File: config.mk
export PLATFORM = sky130hd
export DESIGN_NAME = pes_sipo_deframer
export DESIGN_NICKNAME = d
export VERILOG_FILES = /design/src/rtl/pes_sipo_deframer.sv
export SDC_FILE = /design/constraint.sdc
export NUM_CORES = 1
export LEC_CHECK = 0
export CAP_MARGIN = 20
export CORE_MARGIN = 8
export CORE_UTILIZATION = 30
export DETAILED_ROUTE_END_ITERATION = 7
export GPL_ROUTABILITY_DRIVEN = 0
export GPL_TIMING_DRIVEN = 0
export PLACE_DENSITY = 0.59
export SLEW_MARGIN = 20
export SYNTH_ARGS = -nofsm -noshare
export SYNTH_HDL_FRONTEND = slang
export SYNTH_SLANG_ARGS = --single-unit
export TNS_END_PERCENT = 100
File: constraint.sdc
create_clock -name clk -period 4.1 [get_ports clk]
set_input_delay 0.615 -clock clk [delete_from_list [all_inputs] [get_ports clk]]
set_output_delay 0.615 -clock clk [all_outputs]
set_load 0.05 [all_outputs]
File: src/rtl/pes_sipo_deframer.sv
// Serial-in/parallel-out frame receiver: strips start/parity/stop framing from an idle-high
// line and presents each word on a valid/ready port backed by a one-entry holding register.
module pes_sipo_deframer #(
    parameter int unsigned DATA_W     = 8,
    parameter bit          PARITY_EN  = 1'b1,
    parameter bit          PARITY_ODD = 1'b0,
    parameter int unsigned IDLE_MIN   = 4
) (
    input  logic              clk,
    input  logic              reset,
    input  logic              serial_in,
    output logic [DATA_W-1:0] data_out,
    output logic              data_valid,
    input  logic              data_ready,
    output logic              parity_err,
    output logic              frame_err,
    output logic              overrun,
    output logic              busy
);
    localparam int unsigned CNT_W = $clog2(DATA_W + 1);
    localparam int unsigned IDL_W = $clog2(IDLE_MIN + 1);

    typedef enum logic [2:0] {
        S_ARM,
        S_IDLE,
        S_DATA,
        S_PARITY,
        S_STOP
    } state_t;

    state_t             r_state;
    state_t             w_state_nxt;
    logic [CNT_W-1:0]   r_bit_cnt;
    logic [IDL_W-1:0]   r_idle_cnt;
    logic [DATA_W-1:0]  r_shift;
    logic               r_par;
    logic [DATA_W-1:0]  r_data;
    logic               r_valid;
    logic               r_perr;
    logic               r_frame_err;
    logic               r_overrun;

    logic w_bit_last;
    logic w_idle_done;
    logic w_stop_edge;
    logic w_good;
    logic w_load;
    logic w_par_exp;

    always_ff @(posedge clk or negedge reset) begin
        if (!reset) r_state <= S_ARM;
        else        r_state <= w_state_nxt;
    end

    always_comb begin
        w_state_nxt = r_state;
        w_bit_last  = (r_bit_cnt == CNT_W'(DATA_W - 1));
        w_idle_done = (r_idle_cnt == IDL_W'(IDLE_MIN - 1));
        w_stop_edge = (r_state == S_STOP);
        w_good      = w_stop_edge && serial_in;
        // A full register that drains on this same edge can take the new word.
        w_load      = w_good && (!r_valid || data_ready);
        w_par_exp   = (^r_shift) ^ PARITY_ODD;
        case (r_state)
            S_ARM:    if (serial_in && w_idle_done) w_state_nxt = S_IDLE;
            S_IDLE:   if (!serial_in) w_state_nxt = S_DATA;
            S_DATA:   if (w_bit_last) w_state_nxt = PARITY_EN ? S_PARITY : S_STOP;
            S_PARITY: w_state_nxt = S_STOP;
            S_STOP:   w_state_nxt = serial_in ? S_IDLE : S_ARM;
            default:  w_state_nxt = S_ARM;
        endcase
    end

    always_ff @(posedge clk or negedge reset) begin
        if (!reset) begin
            r_idle_cnt <= '0;
            r_bit_cnt  <= '0;
            r_shift    <= '0;
            r_par      <= 1'b0;
        end else begin
            if (r_state == S_ARM && serial_in && !w_idle_done)
                r_idle_cnt <= r_idle_cnt + IDL_W'(1);
            else
                r_idle_cnt <= '0;

            if (r_state == S_DATA) begin
                r_bit_cnt <= r_bit_cnt + CNT_W'(1);
                r_shift   <= {serial_in, r_shift[DATA_W-1:1]};
            end else begin
                r_bit_cnt <= '0;
            end

            if (r_state == S_PARITY)
                r_par <= serial_in;
        end
    end

    always_ff @(posedge clk or negedge reset) begin
        if (!reset) begin
            r_data      <= '0;
            r_valid     <= 1'b0;
            r_perr      <= 1'b0;
            r_frame_err <= 1'b0;
            r_overrun   <= 1'b0;
        end else begin
            r_frame_err <= w_stop_edge && !serial_in;
            r_overrun   <= w_good && !w_load;
            if (w_load) begin
                r_data  <= r_shift;
                r_valid <= 1'b1;
                r_perr  <= PARITY_EN && (r_par != w_par_exp);
            end else if (r_valid && data_ready) begin
                r_valid <= 1'b0;
            end
        end
    end

    assign data_out   = r_data;
    assign data_valid = r_valid;
    assign parity_err = r_perr;
    assign frame_err  = r_frame_err;
    assign overrun    = r_overrun;
    assign busy       = (r_state == S_DATA) || (r_state == S_PARITY) || (r_state == S_STOP);

endmodule

==> flow_metrics.env <==
export IMPL_outcome="completed"
export IMPL_syn_area_per_cell_um2=13.6
export IMPL_ys_types=23
export IMPL_reg2reg_from="r_shift[2]$_DFFE_PN0N_"
export IMPL_path_class="reg -> out"
export IMPL_layout_common_cells="31 x dfrtp_1, 15 x clkdlybuf4s50_1, 13 x mux2_2, 10 x nor2_1, 6 x xnor2_1"
export IMPL_p_leak_nw=0.721
export IMPL_cts_tree="built"
export IMPL_cts_repair_resized=0
export IMPL_max_stage_delay_ps=830
export IMPL_setup_viol=0
export IMPL_n_antenna_cell=0
export IMPL_placed_cell_area_um2=1510
export IMPL_dp_cells=163
export IMPL_final_cell_area_um2=1590
export IMPL_hold_viol=0
export IMPL_timing_final_ws_setup_ps=1500
export IMPL_path_buf_inv=1
export IMPL_syn_inst=95
export IMPL_cts_buffer_depth=2
export IMPL_grt_remaining_overflow=0
export IMPL_p_per_area_nw_per_um2=740
export IMPL_crit_arrival_ps=1980
export IMPL_start_util=0.304
export IMPL_rows=24
export IMPL_grt_max_degree=32
export IMPL_dieArea_um2=6650
export IMPL_crit_cells=3
export IMPL_startpoint="r_state[0]$_DFFE_PN0P_"
export IMPL_first_pass_iters=4
export IMPL_crit_slowest_cell="clkdlybuf4s50_1"
export IMPL_fmax_mhz=385
export IMPL_seq_area_frac_synth=0.602
export IMPL_start_kind="flop"
export IMPL_cts_max_level=2
export IMPL_fin_skew_ps=6.04
export IMPL_path_max_fanout=5
export IMPL_root_buffer="clkbuf_8"
export IMPL_syn_nets=102
export IMPL_cp_required_ps=3480
export IMPL_slew_headroom=0.551
export IMPL_hold_class="in -> async"
export IMPL_grt_pass1_wl_um=3950
export IMPL_ys_warn_count=0
export IMPL_final_cells=171
export IMPL_cts_buffers=5
export IMPL_area_growth_pct=23.4
export IMPL_finalSetupTns_ps=0
export IMPL_drc_errors=0
export IMPL_portBuffers=16
export IMPL_final_common_cell="dfrtp_1"
export IMPL_synth_area_um2=1290
export IMPL_vias_per_cell=4.54
export IMPL_finalPower_w=0.00118
export IMPL_routedWlPerCell_um=13.2
export IMPL_drv_cap=0
export IMPL_die_width_um=81.5
export IMPL_path_cells="nand2b_1 > o21ai_0 > clkdlybuf4s50_1"
export IMPL_worst_pin_slew_ps=674
export IMPL_place_hpwl_um=1570
export IMPL_pin_count=17
export IMPL_ant_nets=0
export IMPL_peakVddDrop_uv=339
export IMPL_vias=776
export IMPL_clock_latency_ps=280
export IMPL_slew_violations=0
export IMPL_r2r_cells=4
export IMPL_end_kind="output port"
export IMPL_grt_util_all_layers=0.0797
export IMPL_fin_crit_sh=0.633
export IMPL_grt_pass1_vias=860
export IMPL_cts_hold_buf=0
export IMPL_cts_setup_buffers=0
export IMPL_min_period_ps=2600
export IMPL_wl_um=2270
export IMPL_fp_dieH_um=81.5
export IMPL_nets=125
export IMPL_antenna_found_initial=0
export IMPL_dp_slack_ps=1780
export IMPL_drive_above_1_share=0.202
export IMPL_core_um2=4230
export IMPL_clock_sinks=31
export IMPL_crit_family="buffers and inverters"
export IMPL_drtIter0Drc=29
export IMPL_grt_setup_unrepaired="false"
export IMPL_clk_pin_slew_worst_paths_ps=60
export IMPL_ys_ff_latch=31
-- worst paths after layout --
check	to	slack [ps]
worst min-delay path	frame_err$_DFF_PN0_	370
worst max register to register	parity_err$_DFFE_PN0P_	2600
worst min register to register	r_idle_cnt[0]$_DFF_PN0_	450
max in group asynchronous	data_out[6]$_DFFE_PN0P_	3300
worst max-delay path	busy	1500
min in group clk	r_idle_cnt[0]$_DFF_PN0_	450
-- power breakdown --
| group | leakage [nW] | total, W | internal (W) | switching (W) |
|---|---|---|---|---|
| clock | 0.0422 | 0.000226 | 0.000119 | 0.000107 |
| sequential | 0.410 | 0.000479 | 0.000399 | 0.0000805 |
| combinational | 0.269 | 0.000471 | 0.000241 | 0.000230 |
-- cells in the mapped netlist --
cell type  number  area share
xor2_1          2       0.014
a21oi_1         1      0.0039
dfrtp_1        31        0.60
mux2_2         13        0.11
and3_1          1      0.0049
xnor3_1         1       0.017
inv_1           4       0.012
nand2b_1        2      0.0097
mux2_1          5       0.044
nand2_4         1      0.0087
or2b_2          1      0.0068
xnor2_1         6       0.041
nor2_4          1      0.0087
nand3b_1        1      0.0058
ha_1            3       0.029
buf_2           1      0.0039
nor2_1         10       0.029
o21ai_0         2      0.0078
nand2_1         3      0.0087
o32ai_1         1      0.0068
o32a_1          1      0.0078
nand3_1         1      0.0039
nor3_1          3       0.012
-- layout make-up --
type / instances / area (um2)
plain buffers: 1 / 5.00
clock buffers: 7 / 76.3
clock inverters: 1 / 5.00
fillers: 406 / 2640
inverters: 4 / 15.0
multi-input cells: 59 / 493
flip-flops and latches: 31 / 776
well taps: 52 / 65.1
repair buffers: 16 / 155
-- metrics by stage --
stage / util / hold WS [ps]
floorplan: - / 319
global placement: 0.358 / 422
detailed placement: 0.356 / 443
CTS: 0.376 / 390
global route: 0.376 / 419
finish: 0.376 / 367
-- per-layer routing --
layer / part of all wire / vias to the layer above / GRT usage
met5: 0 / - / 0
li1: - / 370 / -
met1: 0.45 / 385 / 0.0877
met2: 0.45 / 16 / 0.121
met3: 0.079 / 5 / 0.0438
met4: 0.019 / 0 / 0.0429
-- logic make-up (layout without fill, tap and decap cells) --
family,count (synthesis),after routing,synth area share
xor gates and xnor gates,9,9,0.0718
buffers and inverters,5,29,0.0155
adders and majority gates,3,3,0.0291
and+or+nand+nor,24,24,0.0981
AOI/OAI and AO/OA,5,5,0.0262
DFF,31,31,0.602
muxes,18,18,0.157
-- registers in the layout, summed over array words and instances (netlist names) --
signal and count:
data_out 8, data_valid 1, frame_err 1, overrun 1
parity_err 1, r_bit_cnt 4, r_idle_cnt 3, r_par 1
r_shift 8, r_state 3
(Power assumes the default switching activity.)
